<file path="src/rtl/av2_forward_dct4x4_if.sv">
// Streaming handshake bundle for the 4x4 forward DCT: residual samples in, coefficients out.
interface av2_forward_dct4x4_if;
    logic        in_valid;
    logic        in_ready;
    logic [15:0] in_data;
    logic        idtx;
    logic        out_valid;
    logic        out_ready;
    logic [15:0] out_data;
    logic        out_last;
    logic        busy;

    modport master (output in_valid, in_data, idtx, out_ready,
                    input  in_ready, out_valid, out_data, out_last, busy);
    modport slave  (input  in_valid, in_data, idtx, out_ready,
                    output in_ready, out_valid, out_data, out_last, busy);
endinterface

</file>
<file path="src/rtl/av2_forward_dct4x4.sv">
// 4x4 forward integer DCT: load 16 samples, row pass, column pass, stream 16 coefficients.
// Optional identity-transform bypass is enabled by defining AV2_FDCT_IDTX_EN.
module av2_forward_dct4x4 #(
    parameter int BIT_DEPTH = 10
) (
    input  logic                clk,
    input  logic                rst_n,
    av2_forward_dct4x4_if.slave bus
);
    localparam int S1    = BIT_DEPTH - 8;
    localparam int RND1  = (S1 > 0) ? (1 << (S1 - 1)) : 0;
    localparam int ACC_W = 32;

    localparam logic signed [7:0] M [4][4] = '{
        '{8'sd64,  8'sd64,  8'sd64,  8'sd64},
        '{8'sd83,  8'sd36, -8'sd36, -8'sd83},
        '{8'sd64, -8'sd64, -8'sd64,  8'sd64},
        '{8'sd36, -8'sd83,  8'sd83, -8'sd36}
    };

    typedef enum logic [1:0] {LOAD, ROW, COL, OUT} state_t;

    state_t                  state;
    logic [3:0]              cnt;
    logic                    idtx_q;
    logic signed [15:0]      xbuf [16];
    logic signed [17:0]      tbuf [16];
    logic signed [15:0]      cbuf [16];
    logic signed [ACC_W-1:0] racc [4];
    logic signed [ACC_W-1:0] cacc [4];
    logic signed [17:0]      row_t [4];
    logic signed [15:0]      col_c [4];
    logic                    accept;

    function automatic logic signed [15:0] sat16(input logic signed [ACC_W-1:0] v);
        if (v > 32'sd32767)
            return 16'sh7fff;
        else if (v < -32'sd32768)
            return -16'sh8000;
        else
            return 16'(v);
    endfunction

    assign accept       = (state == LOAD) && bus.in_valid;
    assign bus.in_ready = (state == LOAD);
    assign bus.busy     = !((state == LOAD) && (cnt == 4'd0));

    // Lane k: row pass yields T[cnt][k], column pass yields C[k][cnt].
    always_comb begin
        for (int k = 0; k < 4; k++) begin
            racc[k] = ACC_W'(RND1);
            cacc[k] = 32'sd256;
            for (int i = 0; i < 4; i++) begin
                racc[k] = racc[k] + ACC_W'(M[k][i]) * ACC_W'(xbuf[{cnt[1:0], i[1:0]}]);
                cacc[k] = cacc[k] + ACC_W'(M[k][i]) * ACC_W'(tbuf[{i[1:0], cnt[1:0]}]);
            end
            row_t[k] = 18'(racc[k] >>> S1);
            col_c[k] = sat16(cacc[k] >>> 9);
`ifdef AV2_FDCT_IDTX_EN
            if (idtx_q)
                col_c[k] = sat16(ACC_W'(xbuf[{k[1:0], cnt[1:0]}]) <<< 3);
`endif
        end
    end

    // Buffers carry no reset; stale contents are always overwritten before use.
    always_ff @(posedge clk) begin
        if (accept) begin
            xbuf[cnt] <= bus.in_data;
            if (cnt == 4'd0)
                idtx_q <= bus.idtx;
        end
        if (state == ROW)
            for (int k = 0; k < 4; k++)
                tbuf[{cnt[1:0], 2'(k)}] <= row_t[k];
        if (state == COL)
            for (int k = 0; k < 4; k++)
                cbuf[{2'(k), cnt[1:0]}] <= col_c[k];
    end

`ifndef AV2_FDCT_IDTX_EN
    logic unused_idtx;
    assign unused_idtx = idtx_q;
`endif

    always_ff @(posedge clk or negedge rst_n) begin
        if (!rst_n) begin
            state         <= LOAD;
            cnt           <= 4'd0;
            bus.out_valid <= 1'b0;
            bus.out_data  <= 16'd0;
            bus.out_last  <= 1'b0;
        end else begin
            unique case (state)
                LOAD: if (bus.in_valid) begin
                    cnt <= cnt + 4'd1;
                    if (cnt == 4'd15)
                        state <= ROW;
                end
                ROW: begin
                    cnt <= (cnt == 4'd3) ? 4'd0 : cnt + 4'd1;
                    if (cnt == 4'd3)
                        state <= COL;
                end
                COL: begin
                    cnt <= (cnt == 4'd3) ? 4'd0 : cnt + 4'd1;
                    // Column 0 (which holds C[0][0]) was written three cycles ago.
                    if (cnt == 4'd3) begin
                        state         <= OUT;
                        bus.out_valid <= 1'b1;
                        bus.out_data  <= cbuf[0];
                        bus.out_last  <= 1'b0;
                    end
                end
                OUT: if (bus.out_ready) begin
                    cnt <= cnt + 4'd1;
                    if (cnt == 4'd15) begin
                        state         <= LOAD;
                        bus.out_valid <= 1'b0;
                        bus.out_last  <= 1'b0;
                    end else begin
                        bus.out_data <= cbuf[cnt + 4'd1];
                        bus.out_last <= (cnt == 4'd14);
                    end
                end
                default: state <= LOAD;
            endcase
        end
    end
endmodule

</file>
<file path="src/flat_wrapper.sv">
// flat-port wrapper written by rule: the top's interface ports become plain ports
module av2_forward_dct4x4_flat 
#(
    parameter int BIT_DEPTH = 10
)
  (clk, rst_n, bus_in_valid, bus_in_data, bus_idtx, bus_out_ready, bus_in_ready, bus_out_valid, bus_out_data, bus_out_last, bus_busy);
  av2_forward_dct4x4_if bus_i ();
  input  logic clk;
  input  logic rst_n;
  input wire logic [$bits(bus_i.in_valid)-1:0] bus_in_valid;
  input wire logic [$bits(bus_i.in_data)-1:0] bus_in_data;
  input wire logic [$bits(bus_i.idtx)-1:0] bus_idtx;
  input wire logic [$bits(bus_i.out_ready)-1:0] bus_out_ready;
  output wire logic [$bits(bus_i.in_ready)-1:0] bus_in_ready;
  output wire logic [$bits(bus_i.out_valid)-1:0] bus_out_valid;
  output wire logic [$bits(bus_i.out_data)-1:0] bus_out_data;
  output wire logic [$bits(bus_i.out_last)-1:0] bus_out_last;
  output wire logic [$bits(bus_i.busy)-1:0] bus_busy;
  assign bus_i.in_valid = bus_in_valid;
  assign bus_i.in_data = bus_in_data;
  assign bus_i.idtx = bus_idtx;
  assign bus_i.out_ready = bus_out_ready;
  assign bus_in_ready = bus_i.in_ready;
  assign bus_out_valid = bus_i.out_valid;
  assign bus_out_data = bus_i.out_data;
  assign bus_out_last = bus_i.out_last;
  assign bus_busy = bus_i.busy;
  av2_forward_dct4x4 #(.BIT_DEPTH(BIT_DEPTH)) u_core (.clk(clk), .rst_n(rst_n), .bus(bus_i));
endmodule
</file>
<file path="config.mk">
export PLATFORM = sky130hd
export DESIGN_NAME = av2_forward_dct4x4_flat
export DESIGN_NICKNAME = d
export VERILOG_FILES = /design/src/rtl/av2_forward_dct4x4_if.sv /design/src/rtl/av2_forward_dct4x4.sv /design/src/flat_wrapper.sv
export SDC_FILE = /design/constraint.sdc
export NUM_CORES = 2
export LEC_CHECK = 0
export CORE_ASPECT_RATIO = 0.6
export CORE_MARGIN = 8
export CORE_UTILIZATION = 61
export CTS_CLUSTER_SIZE = 14
export DETAILED_ROUTE_END_ITERATION = 6
export GPL_TIMING_DRIVEN = 0
export MAX_ROUTING_LAYER = met4
export PLACE_DENSITY_LB_ADDON = 0.08
export SLEW_MARGIN = 20
export SYNTH_ARGS = -nofsm -noshare
export SYNTH_HDL_FRONTEND = slang
export SYNTH_SLANG_ARGS = --single-unit
</file>
<file path="constraint.sdc">
create_clock -name clk -period 17.2 [get_ports clk]
set_clock_uncertainty 0.05 [all_clocks]
set_input_delay 3.44 -clock clk [delete_from_list [all_inputs] [get_ports clk]]
set_output_delay 3.44 -clock clk [all_outputs]
set_load 0.02 [all_outputs]
</file>
==> impl_metrics.yaml <==
synthesis:
  synth-edff-count: 768
  syn-num-nets: 8062
  async_reset_ff_share_pct: 3.03
  ys_seq_area_share_pct: 31.7
  syn_area_um2: 74700
  yosysUniqueCellTypes: 82
  synth_top_flop_cell: "edfxtp_1"
  ys_ff_latch: 792
  synth_area_per_cell_um2: 12.0
  synthCells: 6228
  ys_warn_count: 0
cells_and_area:
  layout.nets: 8202
  multi_input_area_um2: 45400
  regArea_um2: 23700
  fill_cells: 9234
  drive_above_1_share_pct: 6.72
  syn2layout_area_growth_pct: 7.06
  final_area_um2: 80000
timing:
  tightest_slew_ns: 1.34
  post-route-min-period_ns: 16.33
  fin_setup_tns_ns: 0
  worst_slack_ns: 0.872
  rsz0062_at_grt: "false"
  max_freq_mhz: 61.2
  slew_viol_final: 0
  maxSlewHeadroom_pct: 9.72
  whs_ns: 0.462
  min_period_over_period_pct: 94.9
  hold_viol: 0
  final-setup-viol-count: 0
floorplan:
  rows: 99
  die_h_um: 287
  ios: 41
  initial_core_util_pct: 61.5
  dieArea_um2: 134000
  die_x_um: 468
  core_um2: 122000
route:
  dr.pass1.iters: 7
  via_count: 48300
  final_antenna_net_count: 0
  remaining_drc_errors: 3
  drtIter0Drc: 6019
  avgRoutedWirePerCell_um: 28.2
  drt-total-wl_um: 227000
  via_per_inst: 6.01
place:
  placed_cell_area_um2: 77700
  dp_hpwl_um: 190000
  gp_congestion: 1.01
  io_buffers: 39
  place_ws_ns: 1.48
setup_path:
  cp_max_fo: 10
  worstSetupEndpointType: "flop"
  slowest_delay_ns: 0.84
  setup.worst_path.start_class: "flop"
  path_common_cell: "buf_2"
  cpMaxStageDelayCell: "a31oi_1"
  worst-setup-path-type: "reg -> reg"
  crit_buf_inv: 13
  cp.arrival_ns: 16.75
  crit_family: "buffers and inverters"
  required_ns: 17.62
min_path:
  hold_path_class: "reg -> reg"
clock_network:
  cts.sinks: 792
  htreeDepth: 3
  cts_made_buffers: 73
  cts_resized: 0
  cts_root_buf: "clkbuf_16"
  cts_setup_buffers: 0
  cts_buffer_depth: 3
  cts_tree: "yes"
  worstSkewPairLatency_ns: 0.66
  clkTransAtPathRegs_ns: 0.06
  holdBufCountCts: 0
global_routing:
  grt_pass1_wl_um: 328000
  grt_util_all_layers_pct: 35.2
  first_global_vias: 48100
  grt_max_degree: 54
  globalRouteOverflowTotal: 0
  antenna_found_initial: 10
job:
  cap_violations: 0
status:
  violations: "design-rule violations"
  outcome: "finished, violations left"
-- per-layer routing --
metal	GRT usage [%]	vias to the layer above	wire length [um]
li1	-	21100	-
met1	54.2	24200	103000
met2	39.0	2773	76000
met3	21.0	196	44100
met4	4.77	0	3160
met5	-	-	0
-- state kept, by name, indices dropped and copies added, names as in the netlist --
signal                cells
u_core.cnt                4
u_core.bus.out_valid      1
u_core.bus.out_data      16
u_core.state              2
u_core.bus.out_last       1
u_core.xbuf             256
u_core.tbuf             256
u_core.cbuf             256
-- stage by stage --
stage	std cells	util [%]
3_5_place_dp	7909	64.0
6_report	8036	65.9
2_1_floorplan	6228	-
4_1_cts	8032	65.8
5_1_grt	8035	65.8
3_3_place_gp	7883	63.5
-- cells in the mapped netlist, drive strengths merged (7+ instances only) --
cell type	number	share of area, %
a211o	9	0.11
a211oi	24	0.25
a21boi	16	0.16
a21o	69	0.69
a21oi	201	1.4
a31o	7	0.082
a31oi	25	0.21
and2	28	0.23
and3	28	0.23
buf	29	0.20
clkbuf	42	0.21
dfrtp	24	0.80
edfxtp	768	31
fa	782	21
ha	1031	17
inv	1473	7.4
mux2	16	0.24
mux2i	28	0.38
mux4	199	6.0
nand2	156	0.78
nand2b	35	0.29
nand3	74	0.50
nand4	11	0.092
nor2	201	1.0
nor2b	34	0.28
nor3	64	0.44
o211ai	17	0.17
o21a	32	0.32
o21ai	153	1.0
o21bai	65	0.65
o31ai	15	0.16
o41ai	14	0.19
or2	10	0.084
or3	18	0.15
xnor2	337	3.9
xor2	106	1.2
-- placed cells by master, fill, tap and decap left out, types with 65 or more instances in the layout --
cell type     n
inv_1      1473
mux4_2      199
nand3_1      73
o21bai_1     65
o21ai_0     148
a21oi_1     200
xnor2_1     328
nor2_1      184
ha_1       1031
nand2_1     156
fa_1        782
a21o_1       69
xor2_1      105
edfxtp_1    768
clkbuf_16    73
-- cells by family (layout without fill, tap and decap cells) --
family	Yosys count	count (layout)	synth area share (%)
AOI/OAI and AO/OA	702	702	6.05
xor gates and xnor gates	444	444	5.22
adders and majority gates	1814	1814	38.2
buffers and inverters	1545	1733	7.81
DFF	792	792	31.7
muxes	243	243	6.61
other	0	4	0
and+or+nand+nor	688	688	4.42
-- layout make-up --
type,count,share of cell area [%]
Antenna cell,4,0.0125
Buffer,71,0.405
Clock buffer,92,2.40
Clock inverter,31,0.414
Inverter,1474,6.91
Multi-Input combinational cell,3891,56.7
Sequential cell,792,29.6
Tap cell,1616,2.53
Timing Repair Buffer,65,1.04
-- worst reg2reg max path: cells and delay by family, from the launching register on --
kind | cells | cell delay [ns]
AOI/OAI and AO/OA | 13 | 4.82
xor gates and xnor gates | 2 | 0.54
DFF | 1 | 0.65
and+or+nand+nor | 3 | 1.10
adders and majority gates | 9 | 3.83
buffers and inverters | 13 | 5.16
-- worst paths after layout --
check / to / from / slack (ns) / depth (start not counted)
setup / recovery: u_core.cbuf[15][14]$_DFFE_PP_ / u_core.cnt[0]$_DFFE_PN0P_ / 0.87 / 40
hold / removal: u_core.bus.out_last$_DFFE_PN0P_ / u_core.bus.out_last$_DFFE_PN0P_ / 0.46 / 2
setup reg to reg: u_core.cbuf[15][14]$_DFFE_PP_ / u_core.cnt[0]$_DFFE_PN0P_ / 0.87 / 40
hold reg to reg: u_core.bus.out_last$_DFFE_PN0P_ / u_core.bus.out_last$_DFFE_PN0P_ / 0.46 / 2
max in group asynchronous: u_core.bus.out_data[3]$_DFFE_PN0P_ / rst_n / 14.00 / 1
min in group asynchronous: u_core.cnt[2]$_DFFE_PN0P_ / rst_n / 2.72 / 1
Power is left out: the tool's default activity adds up to more than one toggle a clock period on the data nets, which glitch-free logic cannot reach.
